$ cat src/rtl/pwm_pkg.sv
`default_nettype none
// ============================================================================
// Module      : pwm_pkg
// Description : Shared PWM constants and decoder state encoding.
// Revision    : 1.0 - initial release
// ============================================================================
package pwm_pkg;

    localparam int c_CNT_W   = 6;
    localparam int c_PERIOD  = 64;
    localparam int c_TIMEOUT = 128;
    localparam int c_MEAS_W  = 8;

    typedef enum logic [1:0] {
        IDLE    = 2'd0,
        MEASURE = 2'd1,
        STUCK   = 2'd2
    } pwm_state_e;

endpackage
`default_nettype wire

$ cat src/rtl/pulse_sync_edge.sv
`default_nettype none
// ============================================================================
// Module      : pulse_sync_edge
// Description : Two-flop synchronizer with a delayed copy for rising-edge detect.
// Revision    : 1.0 - initial release
// ============================================================================
module pulse_sync_edge (
    input  logic i_clk,
    input  logic i_rst_n,
    input  logic i_pulse,
    output logic o_lvl,
    output logic o_rise
);

    logic r_meta;
    logic r_lvl;
    logic r_prev;

    always_ff @(posedge i_clk or negedge i_rst_n) begin
        if (!i_rst_n) begin
            r_meta <= 1'b0;
            r_lvl  <= 1'b0;
            r_prev <= 1'b0;
        end else begin
            r_meta <= i_pulse;
            r_lvl  <= r_meta;
            r_prev <= r_lvl;
        end
    end

    assign o_lvl  = r_lvl;
    assign o_rise = r_lvl & ~r_prev;

endmodule
`default_nettype wire

$ cat src/rtl/pwm_duty_decoder.sv
`default_nettype none
// ============================================================================
// Module      : pwm_duty_decoder
// Description : Recovers the duty code of a fixed-period PWM line; flags bad
//               periods and stuck lines.
// Revision    : 1.0 - initial release
// ============================================================================
module pwm_duty_decoder
    import pwm_pkg::*;
#(
    parameter int CNT_W   = c_CNT_W,
    parameter int PERIOD  = c_PERIOD,
    parameter int TIMEOUT = c_TIMEOUT,
    parameter int MEAS_W  = c_MEAS_W
) (
    input  logic             sysclk,
    input  logic             sysrst_n,
    input  logic             Enable_SW_0,
    input  logic             Pulse_In,
    output logic [CNT_W-1:0] Duty_Cycle,
    output logic             Duty_Valid,
    output logic             Period_Err,
    output logic             Stuck
);

    localparam logic [MEAS_W-1:0] c_PERIOD_M  = MEAS_W'(PERIOD);
    localparam logic [MEAS_W-1:0] c_TIMEOUT_M = MEAS_W'(TIMEOUT);

    logic              w_lvl;
    logic              w_rise;
    logic [MEAS_W-1:0] r_per_cnt;
    logic [MEAS_W-1:0] r_hi_cnt;

    pwm_state_e        r_state;
    pwm_state_e        w_state_nxt;
    logic [CNT_W-1:0]  r_duty;
    logic [CNT_W-1:0]  w_duty_nxt;
    logic              r_valid;
    logic              w_valid_nxt;
    logic              r_perr;
    logic              w_perr_nxt;
    logic              r_stuck;
    logic              w_stuck_nxt;

    pulse_sync_edge u_sync (
        .i_clk   (sysclk),
        .i_rst_n (sysrst_n),
        .i_pulse (Pulse_In),
        .o_lvl   (w_lvl),
        .o_rise  (w_rise)
    );

    // Counts include the rise cycle itself, so a clean period reads exactly PERIOD
    always_ff @(posedge sysclk or negedge sysrst_n) begin
        if (!sysrst_n) begin
            r_per_cnt <= '0;
            r_hi_cnt  <= '0;
        end else if (!Enable_SW_0) begin
            r_per_cnt <= '0;
            r_hi_cnt  <= '0;
        end else if (w_rise) begin
            r_per_cnt <= MEAS_W'(1);
            r_hi_cnt  <= MEAS_W'(1);
        end else begin
            if (r_per_cnt < c_TIMEOUT_M) begin
                r_per_cnt <= r_per_cnt + MEAS_W'(1);
            end
            if (w_lvl && (r_hi_cnt < c_TIMEOUT_M)) begin
                r_hi_cnt <= r_hi_cnt + MEAS_W'(1);
            end
        end
    end

    always_ff @(posedge sysclk or negedge sysrst_n) begin
        if (!sysrst_n) begin
            r_state <= IDLE;
            r_duty  <= '0;
            r_valid <= 1'b0;
            r_perr  <= 1'b0;
            r_stuck <= 1'b0;
        end else begin
            r_state <= w_state_nxt;
            r_duty  <= w_duty_nxt;
            r_valid <= w_valid_nxt;
            r_perr  <= w_perr_nxt;
            r_stuck <= w_stuck_nxt;
        end
    end

    always_comb begin
        w_state_nxt = r_state;
        w_duty_nxt  = r_duty;
        w_valid_nxt = 1'b0;
        w_perr_nxt  = 1'b0;
        w_stuck_nxt = r_stuck;

        if (!Enable_SW_0) begin
            w_state_nxt = IDLE;
        end else begin
            case (r_state)
                IDLE, MEASURE: begin
                    if (w_rise) begin
                        // The first rise after IDLE only opens a full period
                        w_state_nxt = MEASURE;
                        w_stuck_nxt = 1'b0;
                        if (r_state == MEASURE) begin
                            if (r_per_cnt == c_PERIOD_M) begin
                                w_duty_nxt  = r_hi_cnt[CNT_W-1:0];
                                w_valid_nxt = 1'b1;
                            end else begin
                                w_perr_nxt = 1'b1;
                            end
                        end
                    end else if (r_per_cnt == c_TIMEOUT_M) begin
                        w_state_nxt = STUCK;
                        w_stuck_nxt = 1'b1;
                        w_valid_nxt = 1'b1;
                        w_duty_nxt  = w_lvl ? {CNT_W{1'b1}} : '0;
                    end
                end
                STUCK: begin
                    if (w_rise) begin
                        w_state_nxt = MEASURE;
                        w_stuck_nxt = 1'b0;
                    end
                end
                default: begin
                    w_state_nxt = IDLE;
                end
            endcase
        end
    end

    assign Duty_Cycle = r_duty;
    assign Duty_Valid = r_valid;
    assign Period_Err = r_perr;
    assign Stuck      = r_stuck;

endmodule
`default_nettype wire

$ cat config.mk
export PLATFORM = sky130hd
export DESIGN_NAME = pwm_duty_decoder
export DESIGN_NICKNAME = d
export VERILOG_FILES = /design/src/rtl/pwm_pkg.sv /design/src/rtl/pulse_sync_edge.sv /design/src/rtl/pwm_duty_decoder.sv
export SDC_FILE = /design/constraint.sdc
export NUM_CORES = 1
export LEC_CHECK = 0
export CAP_MARGIN = 15
export CORE_MARGIN = 2
export CORE_UTILIZATION = 50
export DETAILED_ROUTE_END_ITERATION = 12
export HOLD_SLACK_MARGIN = 0.1
export PLACE_DENSITY = 0.74
export SYNTH_ARGS = -nofsm -noshare
export SYNTH_HDL_FRONTEND = slang
export SYNTH_SLANG_ARGS = --single-unit
$ cat constraint.sdc
create_clock -name sysclk -period 1.4 [get_ports sysclk]
set_input_delay 0.35 -clock sysclk [delete_from_list [all_inputs] [get_ports sysclk]]
set_output_delay 0.35 -clock sysclk [all_outputs]
set_load 0.005 [all_outputs]
==> flow_summary.rst, run 1 <==
.. list-table::
   :header-rows: 1

   * - Metric
     - Value
   * - Avg Cell Area, Syn
     - 10.9 um^2
   * - Syn Nets
     - 136
   * - DR WL met2
     - 1370 um
   * - Cell taking the most area after synthesis
     - dfrtp_1
   * - Sw Share
     - 0.256
   * - Number of clock buffers inserted by TritonCTS
     - 5
   * - Fraction of synthesized cell area taken by the top area cell type
     - 0.534
   * - Final Hold Fails
     - 0
   * - Number of placed I/O pins
     - 13
   * - Worst-skew pair later-pin latency
     - 340 ps
   * - CTS sink count
     - 30
   * - Fill cell total of the finished layout
     - 219
   * - Post-Place Cells
     - 186
   * - Critical Path Source Type
     - flip-flop
   * - Full die area
     - 0.00325 mm^2
   * - Flop pwr share
     - 0.576
   * - Share of the yosys chip area belonging to registers
     - 0.534
   * - Maximum operating frequency
     - 0.676 GHz
   * - Number of violations reported at the end of detailed-routing iteration 0
     - 35
   * - Met1 Wirelength
     - 1210 um
   * - Vertical die dimension
     - 57.0 um
   * - Final worst hold slack
     - 336 ps
   * - Setup slack of the critical path after layout
     - -78.5 ps
   * - Classification of the worst-slack hold path
     - flip-flop to flip-flop
   * - Dominant cells by area after synthesis
     - dfrtp_1 53%, o21ai_0 5.3%, nor2_1 4.0%
   * - Total number of vias
     - 1075
   * - Setup TNS after final layout
     - -408 ps
   * - Post-synthesis instance area
     - 0.00141 mm^2
   * - Worst Hold Path Cells
     - 0
   * - Drt wl/cell
     - 13.9 um
   * - CTS root buffer
     - clkbuf_4
   * - Hold path endpoint
     - u_sync.o_lvl
   * - Vias per cell
     - 5.43
   * - Chip Width
     - 57.0 um
   * - Setup repair after global routing missed its margin
     - true
   * - Dominant cell by count in the synthesized netlist
     - dfrtp_1
   * - Worst path required time
     - 1660 ps
   * - Critical path fanouts, max
     - 2
   * - Worst slew margin
     - 0.751
   * - Clock edge transition at the registers on the reported setup and hold paths
     - 100 ps
   * - Post-Place Worst Slack
     - -184 ps
   * - Lkg Pwr
     - 0.868 nW
   * - RR Endpoint
     - r_state[1]
   * - Arrival time of data at the critical path endpoint
     - 1740 ps
   * - Post-synthesis register bit count
     - 30
   * - Overflow after GRT
     - 0
   * - Most frequently used flop master after synthesis
     - dfrtp_1
   * - Outcome
     - finished with violations
   * - Clock network fraction of design power
     - 0.310
   * - Detailed route wirelength on metal3
     - 116 um
   * - Most used standard cells in the synthesized netlist
     - 30 x dfrtp_1, 15 x nor2_1, 15 x o21ai_0
   * - Max Clock Skew
     - 20.3 ps
   * - Finished Cell Area
     - 0.00186 mm^2
   * - Violated checks
     - setup timing
   * - Non-filler instance count after layout
     - 198
   * - Placed Instance Area
     - 0.00170 mm^2
   * - Top layer reached by signal wires
     - met4
   * - Category of the worst setup path capture point
     - flip-flop
   * - Final worst path period need
     - 1480 ps
   * - Number of antenna-violating nets in the routed design
     - 0
   * - Maximum number of pins on one net before global-route repair
     - 31
   * - Overall fraction of global-route tracks in use
     - 0.196
   * - Number of cell instances on the worst register-to-register path
     - 6
   * - Final Cycle Share
     - 1.06
   * - Peak supply drop
     - 0.728 mV
   * - Number of remaining DRC errors
     - 0
   * - Cell Int Power
     - 1.16 mW
   * - Share of total power in combinational logic
     - 0.114
   * - ANT cells
     - 0
   * - Detail Placement HPWL
     - 1930 um
   * - Reg2reg start
     - r_per_cnt[2]
   * - Pwr/cell area
     - 836 mW/mm^2
   * - Via count of the first global-routing pass
     - 1078
   * - Switch Pwr
     - 398 uW
   * - Bufs on Longest Clock Path
     - 2
   * - Fraction of layout instances using a drive strength above 1
     - 0.335
   * - Count of port buffers added during placement
     - 12
   * - Effective utilization at floorplan
     - 0.519
   * - Cts-stage hold buffer count
     - 0
   * - Clock tree from TritonCTS
     - done
   * - Internal reg-to-reg setup slack
     - -80 ps
   * - Wire length of the first global-routing pass
     - 4770 um
   * - Yosys Warn Count
     - 0
   * - Kind of critical path
     - flip-flop to flip-flop
   * - Final slew viol count
     - 0
   * - Post-Syn Instances
     - 129
   * - Floorplan row count
     - 19
   * - Area growth from synthesis to layout
     - 32.2%
   * - Sum of routed wire length over all layers
     - 2760 um
   * - Number of synthesized flops with an enable pin
     - 0
   * - Total setup violations reported at the end of the flow
     - 8
   * - NumNets Final
     - 173
   * - Number of H-tree levels
     - 2
   * - Core Region
     - 0.00271 mm^2
   * - Global placement routability congestion
     - 0.819
   * - Number of iterations in the first detailed-routing pass
     - 4
   * - Beginning of the worst hold path
     - u_sync.r_meta
   * - Count of cell types in the netlist
     - 35
   * - Slew at the pin closest to its max-slew limit
     - 369 ps
   * - Max-cap violations
     - 0
   * - Initial antenna violation count
     - 0
   * - Fraction of registers with async set/reset
     - 1.00
==> logic make-up after synthesis <==
kind of cell,synth area share
AND/OR/NAND/NOR,0.190
multiplexers,0.0294
flip-flops,0.534
XOR/XNOR,0.0623
adder cells (fa/ha/maj),0.0267
AO/OA/AOI/OAI,0.127
buffers and inverters,0.0302
==> worst max-delay path by stage <==
stage | start | endpoint | slack, ps | depth (start not counted)
6_report | r_per_cnt[2] | r_state[1] | -80 | 6
5_1_grt | r_per_cnt[2] | r_state[1] | -130 | 6
3_5_place_dp | Enable_SW_0 | Duty_Cycle[1] | -180 | 4
2_1_floorplan | r_per_cnt[2] | Duty_Cycle[0] | -80 | 5
3_3_place_gp | Enable_SW_0 | Duty_Cycle[2] | -160 | 4
4_1_cts | r_per_cnt[4] | Duty_Cycle[4] | -70 | 6
==> power by group through the flow <==
stage          combinational (mW)  sequential [mW]  clock [mW]
2_1_floorplan              0.0631            0.916           0
3_3_place_gp                0.154            0.910           0
3_5_place_dp                0.160            0.912           0
4_1_cts                     0.167            0.895       0.503
5_1_grt                     0.197            0.897       0.532
6_report                    0.178            0.895       0.482
==> stage by stage <==
stage / utilization / power [mW]
global placement: 0.628 / 1.06
global route: 0.686 / 1.63
floorplan: - / 0.979
detailed placement: 0.628 / 1.07
finish: 0.686 / 1.55
CTS: 0.657 / 1.57
==> metal layers <==
layer  global-route usage  up-vias
met3               0.0476        8
met2                0.319       25
met4                0.110        0
li1                     -      525
met1                0.239      517
met5                    0        -
==> area by class of cell <==
| type | count | area (um^2) | share of cell area |
|---|---|---|---|
| inverters | 5 | 18.8 | 0.0101 |
| clock inverters | 2 | 10.0 | 0.00538 |
| well taps | 31 | 38.8 | 0.0209 |
| repair buffers | 34 | 310 | 0.167 |
| clock buffers | 6 | 41.3 | 0.0222 |
| multi-input cells | 90 | 688 | 0.370 |
| flip-flops and latches | 30 | 752 | 0.404 |
==> what timing repair did <==
| action | CTS | global route |
|---|---|---|
| endpoints found under the setup margin | 19 | 15 |
| hold endpoints to repair | 0 | 0 |
| buffers inserted | 3 | 1 |
| gates resized for setup | 19 | 19 |
| pin swaps | 1 | 4 |
==> state kept, by name, summed over array words and instances, names as in the netlist <==
signal	flops
r_per_cnt	8
u_sync.o_lvl	1
Duty_Cycle	6
r_hi_cnt	8
Period_Err	1
u_sync.r_prev	1
u_sync.r_meta	1
Duty_Valid	1
Stuck	1
r_state	2
==> cells in the final DEF, fill, tap and decap left out, types with 2 or more instances in the layout <==
| cell type | count |
|---|---|
| nor2b_2 | 2 |
| xnor2_1 | 4 |
| clkdlybuf4s50_1 | 3 |
| nand3_1 | 4 |
| buf_6 | 3 |
| ha_1 | 3 |
| clkbuf_4 | 5 |
| mux2i_1 | 3 |
| dlygate4sd2_1 | 9 |
| buf_12 | 2 |
| xor2_1 | 6 |
| o21ai_2 | 11 |
| dfrtp_1 | 29 |
| buf_4 | 17 |
| inv_1 | 5 |
| nand2_1 | 6 |
| nand4b_1 | 2 |
| clkinv_2 | 2 |
| o21ai_0 | 8 |
| nor2_1 | 14 |
==> critical path: stages (launching register included) <==
cell and delay, ps:
dfrtp_2 440, nor4_4 240, buf_4 170, buf_6 100, nand3_4 70, mux2_4 280
nor2_2 90
Note: power is estimated with default switching activity, not from simulation.
==> run 2: changes to the inputs <==
==> constraint.sdc (replaced) <==
create_clock -name sysclk -period 1.4 [get_ports sysclk]
set_input_delay 0.35 -clock sysclk [delete_from_list [all_inputs] [get_ports sysclk]]
set_output_delay 0.35 -clock sysclk [all_outputs]
set_load 0.05 [all_outputs]
==> flow_summary.rst, run 2 (same netlist as run 1, synthesis figures left out) <==
.. list-table::
   :header-rows: 1

   * - Metric
     - Value
   * - Outcome
     - finished with violations
   * - Violated checks
     - setup timing
   * - Initial antenna violation count
     - 0
   * - Worst slew margin
     - 0.780
   * - Overall fraction of global-route tracks in use
     - 0.205
   * - Beginning of the worst hold path
     - u_sync.r_meta
   * - Lkg Pwr
     - 0.870 nW
   * - Kind of critical path
     - flip-flop to flip-flop
   * - Cts-stage hold buffer count
     - 0
   * - CTS sink count
     - 30
   * - Count of port buffers added during placement
     - 12
   * - Wire length of the first global-routing pass
     - 4970 um
   * - RR Endpoint
     - r_state[1]
   * - Number of cell instances on the worst register-to-register path
     - 5
   * - Classification of the worst-slack hold path
     - flip-flop to flip-flop
   * - Effective utilization at floorplan
     - 0.519
   * - Max incr delay on CP
     - 430 ps
   * - Full die area
     - 0.00325 mm^2
   * - Overflow after GRT
     - 0
   * - Number of placed I/O pins
     - 13
   * - Number of remaining DRC errors
     - 0
   * - Pwr/cell area
     - 876 mW/mm^2
   * - List of cells traversed by the critical path
     - nor4_4 -> buf_4 -> nand3_2 -> mux2_4 -> nor2_2
   * - Detail Placement HPWL
     - 1940 um
   * - Final worst path period need
     - 1490 ps
   * - Max Clock Skew
     - 6.74 ps
   * - Max-cap violations
     - 0
   * - Via count of the first global-routing pass
     - 1097
   * - CTS root buffer
     - clkbuf_4
   * - Number of violations reported at the end of detailed-routing iteration 0
     - 18
   * - Number of H-tree levels
     - 2
   * - Global placement routability congestion
     - 0.838
   * - Internal reg-to-reg setup slack
     - -90 ps
   * - Sum of routed wire length over all layers
     - 2830 um
   * - ANT cells
     - 0
   * - Final Cycle Share
     - 1.06
   * - Setup repair after global routing missed its margin
     - true
   * - Number of antenna-violating nets in the routed design
     - 0
   * - Maximum operating frequency
     - 0.673 GHz
   * - Core Region
     - 0.00271 mm^2
   * - Total setup violations reported at the end of the flow
     - 9
   * - Final Hold Fails
     - 0
   * - CP delay by family, top
     - simple AND/OR/NAND/NOR gates
   * - Fraction of layout instances using a drive strength above 1
     - 0.386
   * - Final slew viol count
     - 0
   * - Worst path slowest cell
     - dfrtp_2
   * - Chip Width
     - 57.0 um
   * - Critical path buffers and inverters
     - 1
   * - Critical path fanouts, max
     - 2
   * - Clock edge transition at the registers on the reported setup and hold paths
     - 100 ps
   * - Post-Place Worst Slack
     - -172 ps
   * - Slew at the pin closest to its max-slew limit
     - 327 ps
   * - Total number of vias
     - 1058
   * - Number of clock buffers inserted by TritonCTS
     - 5
   * - Arrival time of data at the critical path endpoint
     - 1760 ps
   * - Maximum number of pins on one net before global-route repair
     - 31
   * - Reg2reg start
     - r_per_cnt[2]
   * - Worst path required time
     - 1670 ps
   * - Setup slack of the critical path after layout
     - -85.5 ps
   * - Most common library cell in the layout ignoring fill and taps
     - dfrtp_1
   * - Worst-skew pair later-pin latency
     - 330 ps
   * - Floorplan row count
     - 19
   * - Clock tree from TritonCTS
     - done
   * - Final total power
     - 1.71 mW
   * - Worst Hold Path Cells
     - 0
   * - Area growth from synthesis to layout
     - 39.1%
   * - NumNets Final
     - 172
   * - Peak supply drop
     - 0.695 mV
   * - Leading cell types in the layout, fill and taps excluded
     - 29 x dfrtp_1, 18 x buf_4, 14 x nor2_1, 11 x o21ai_2, 11 x buf_12
   * - Critical Path Source Type
     - flip-flop
   * - Utilization after layout
     - 0.722
   * - Vertical die dimension
     - 57.0 um
   * - Bufs on Longest Clock Path
     - 2
   * - Number of iterations in the first detailed-routing pass
     - 4
   * - Drt wl/cell
     - 14.4 um
   * - Hold path endpoint
     - u_sync.o_lvl
   * - Category of the worst setup path capture point
     - flip-flop
   * - Vias per cell
     - 5.37
-- run 2: changes by cell type in the layout (fill, tap and decap cells not counted), moves of 2 or more --
| cell | previous run | this run |
|---|---|---|
| buf_12 | 2 | 11 |
| buf_6 | 3 | 1 |
| clkbuf_8 | 0 | 3 |
| clkinv_2 | 2 | 0 |
| dlygate4sd2_1 | 9 | 0 |
| nand3_2 | 0 | 2 |
-- run 2: power by group --
| part | switching [mW] | internal, mW |
|---|---|---|
| Clock | 0.301 | 0.343 |
| Sequential | 0.0127 | 0.882 |
| Combinational | 0.0939 | 0.0805 |
| Total | 0.408 | 1.31 |
-- run 2: area by class of cell --
cell class / count / area [um^2]
clock buffers: 8 / 78.8
fillers: 189 / 753
inverters: 5 / 18.8
multi-input cells: 90 / 672
flip-flops and latches: 30 / 752
well taps: 31 / 38.8
repair buffers: 33 / 397
-- run 2: worst max path at each step --
stage                 start            end  slack, ps  cells past startpoint
2_1_floorplan  r_per_cnt[2]  Duty_Cycle[0]        -80                      5
3_3_place_gp    Enable_SW_0  Duty_Cycle[2]       -160                      4
3_5_place_dp    Enable_SW_0  Duty_Cycle[2]       -170                      4
4_1_cts        r_per_cnt[5]     r_state[1]       -110                      5
5_1_grt        r_per_cnt[2]  Duty_Cycle[2]       -160                      5
6_report       r_per_cnt[2]     r_state[1]        -90                      5
-- run 2: what timing repair did --
item                                    4_1_cts  5_1_grt
setup buffers                                 1        1
gates resized for setup                      14        9
pin swaps                                     3        4
endpoints found under the setup margin        9       15
gates cloned                                  0        0
-- run 2: per-stage QoR --
stage | instance area (um^2) | std cells | hold slack, ps | TNS [ps]
after floorplan | 1410 | 129 | 54.4 | -496
after global placement | 1800 | 187 | 336 | -1960
after detailed placement | 1800 | 187 | 342 | -2240
after CTS | 1910 | 196 | 363 | -684
after global routing | 1960 | 197 | 355 | -1130
final | 1960 | 197 | 361 | -385
-- run 2: layer usage --
| layer | global-route usage | vias to the layer above | share of wire |
|---|---|---|---|
| met2 | 0.315 | 23 | 0.49 |
| met3 | 0.0635 | 4 | 0.036 |
| met1 | 0.258 | 507 | 0.45 |
| met4 | 0.116 | 0 | 0.017 |
| li1 | - | 524 | - |
| met5 | 0 | - | 0 |
-- run 2: worst reg2reg max path, cell delays in order, from the launching register on --
cell     delay (ps)
dfrtp_2         430
nor4_4          380
buf_4           190
nand3_2          80
mux2_4          280
nor2_2           70
==> run 3: changes to the inputs <==
--- a/config.mk
+++ b/config.mk
@@ -7,10 +7,10 @@
 export LEC_CHECK = 0
 export CAP_MARGIN = 15
 export CORE_MARGIN = 2
-export CORE_UTILIZATION = 50
+export CORE_UTILIZATION = 35
+export CTS_CLUSTER_DIAMETER = 60
 export DETAILED_ROUTE_END_ITERATION = 12
 export HOLD_SLACK_MARGIN = 0.1
-export PLACE_DENSITY = 0.74
 export SYNTH_ARGS = -nofsm -noshare
 export SYNTH_HDL_FRONTEND = slang
 export SYNTH_SLANG_ARGS = --single-unit
==> flow_summary.rst, run 3 (same netlist as run 1, synthesis figures left out) <==
.. list-table::
   :header-rows: 1

   * - Metric
     - Value
   * - Chip Width
     - 67.4 um
   * - Worst path slowest cell
     - dfrtp_2
   * - Maximum number of pins on one net before global-route repair
     - 31
   * - Lkg Pwr
     - 0.876 nW
   * - Final Cycle Share
     - 1.08
   * - RR Endpoint
     - r_state[1]
   * - Full die area
     - 0.00454 mm^2
   * - Worst path required time
     - 1620 ps
   * - Number of iterations in the first detailed-routing pass
     - 4
   * - Max-cap violations
     - 0
   * - Utilization after layout
     - 0.507
   * - Worst slew margin
     - 0.773
   * - ANT cells
     - 0
   * - Effective utilization at floorplan
     - 0.357
   * - Critical path buffers and inverters
     - 1
   * - Number of cell instances on the worst register-to-register path
     - 5
   * - Slew at the pin closest to its max-slew limit
     - 338 ps
   * - Final Hold Fails
     - 0
   * - Arrival time of data at the critical path endpoint
     - 1730 ps
   * - NumNets Final
     - 175
   * - Bufs on Longest Clock Path
     - 2
   * - Worst-skew pair later-pin latency
     - 280 ps
   * - Final worst hold slack
     - 353 ps
   * - Critical path fanouts, max
     - 2
   * - Capturing element of the worst setup path
     - r_state[1]
   * - Cts-stage hold buffer count
     - 0
   * - Count of port buffers added during placement
     - 12
   * - Fill cell total of the finished layout
     - 344
   * - Beginning of the worst hold path
     - u_sync.r_meta
   * - CTS sink count
     - 30
   * - Sum of routed wire length over all layers
     - 2920 um
   * - Floorplan row count
     - 23
   * - Number of remaining DRC errors
     - 0
   * - Number of H-tree levels
     - 2
   * - Crit. Startpoint
     - r_per_cnt[2]
   * - Vias per cell
     - 4.89
   * - Number of violations reported at the end of detailed-routing iteration 0
     - 54
   * - Number of clock buffers inserted by TritonCTS
     - 5
   * - Non-filler instance count after layout
     - 219
   * - Maximum operating frequency
     - 0.661 GHz
   * - Stages on worst setup path
     - 5
   * - List of cells traversed by the critical path
     - nor4_4 -> buf_4 -> nand3_4 -> mux2_4 -> nor2_4
   * - Internal reg-to-reg setup slack
     - -110 ps
   * - Vertical die dimension
     - 67.4 um
   * - Drt wl/cell
     - 13.3 um
   * - Clock tree from TritonCTS
     - done
   * - Reg2reg start
     - r_per_cnt[2]
   * - Global placement routability congestion
     - 0.777
   * - Kind of critical path
     - flip-flop to flip-flop
   * - Setup repair after global routing missed its margin
     - true
   * - Setup slack of the critical path after layout
     - -112 ps
   * - Clock edge transition at the registers on the reported setup and hold paths
     - 60 ps
   * - Post-Place Cells
     - 209
   * - Category of the worst setup path capture point
     - flip-flop
   * - CP delay by family, top
     - simple AND/OR/NAND/NOR gates
   * - Final slew viol count
     - 0
   * - Initial antenna violation count
     - 0
   * - Overflow after GRT
     - 0
   * - Via count of the first global-routing pass
     - 1104
   * - Detail Placement HPWL
     - 2080 um
   * - Fraction of layout instances using a drive strength above 1
     - 0.367
   * - Number of placed I/O pins
     - 13
   * - Violated checks
     - setup timing
   * - Max Clock Skew
     - 5.96 ps
   * - Total number of vias
     - 1071
   * - Most common library cell in the layout ignoring fill and taps
     - dfrtp_1
   * - Classification of the worst-slack hold path
     - flip-flop to flip-flop
   * - Core Region
     - 0.00394 mm^2
   * - Max incr delay on CP
     - 420 ps
   * - Critical Path Source Type
     - flip-flop
   * - Pwr/cell area
     - 870 mW/mm^2
   * - Outcome
     - finished with violations
   * - CTS root buffer
     - clkbuf_8
   * - Setup TNS after final layout
     - -561 ps
   * - Wire length of the first global-routing pass
     - 5260 um
   * - Leading cell types in the layout, fill and taps excluded
     - 29 x dfrtp_1, 21 x buf_4, 14 x nor2_1
   * - Peak supply drop
     - 0.471 mV
   * - Total setup violations reported at the end of the flow
     - 8
   * - Number of antenna-violating nets in the routed design
     - 0
   * - Area growth from synthesis to layout
     - 42.0%
   * - Overall fraction of global-route tracks in use
     - 0.162
   * - Post-Place Worst Slack
     - -219 ps
   * - Final worst path period need
     - 1510 ps
run 3: cell types whose count changed in the layout (fill, tap and decap cells not counted), sizes merged:
cell	change
buf	+3
run 3: per-stage QoR:
| stage | instance area (um^2) | power, mW |
|---|---|---|
| after floorplan | 1410 | 0.980 |
| after global placement | 1830 | 1.07 |
| after detailed placement | 1830 | 1.08 |
| after CTS | 1960 | 1.75 |
| after global routing | 2000 | 1.83 |
| final | 2000 | 1.74 |
run 3: cell type report:
cell class              count  area (um^2)  share of cell area
clock buffers               8         80.1              0.0401
inverters                   5         18.8             0.00940
multi-input cells          90          673               0.337
flip-flops and latches     30          752               0.377
well taps                  50         62.6              0.0313
repair buffers             36          410               0.206
run 3: worst min-delay path by stage:
stage,slack (ps),end,depth (start not counted)
after floorplan,50,Duty_Cycle[0],0
after global placement,340,u_sync.o_lvl,0
after detailed placement,340,u_sync.o_lvl,0
after CTS,360,u_sync.o_lvl,0
after global routing,360,u_sync.o_lvl,0
final,350,u_sync.o_lvl,0
run 3: report_power, final:
part           internal, mW  total, mW  switching [mW]
combinational        0.0834      0.181          0.0976
clock                 0.352      0.659           0.306
sequential            0.884      0.897          0.0129
total                  1.32       1.74           0.417
run 3: worst reg2reg max path: stages, from the launching register on:
cell	delay (ps)
dfrtp_2	420
nor4_4	390
buf_4	210
nand3_4	70
mux2_4	290
nor2_4	70
run 3: routing by layer:
metal	up-vias	GRT usage	share of wire
li1	528	-	-
met5	-	0	0
met2	25	0.254	0.50
met3	2	0.0600	0.037
met4	0	0.0689	0.0099
met1	516	0.201	0.45
run 3: timing repair:
| action | in CTS | in global routing |
|---|---|---|
| setup buffers | 1 | 1 |
| endpoints found under the setup margin | 8 | 13 |
| pin swaps | 5 | 4 |
| resized for setup | 17 | 6 |
| gates cloned | 0 | 0 |
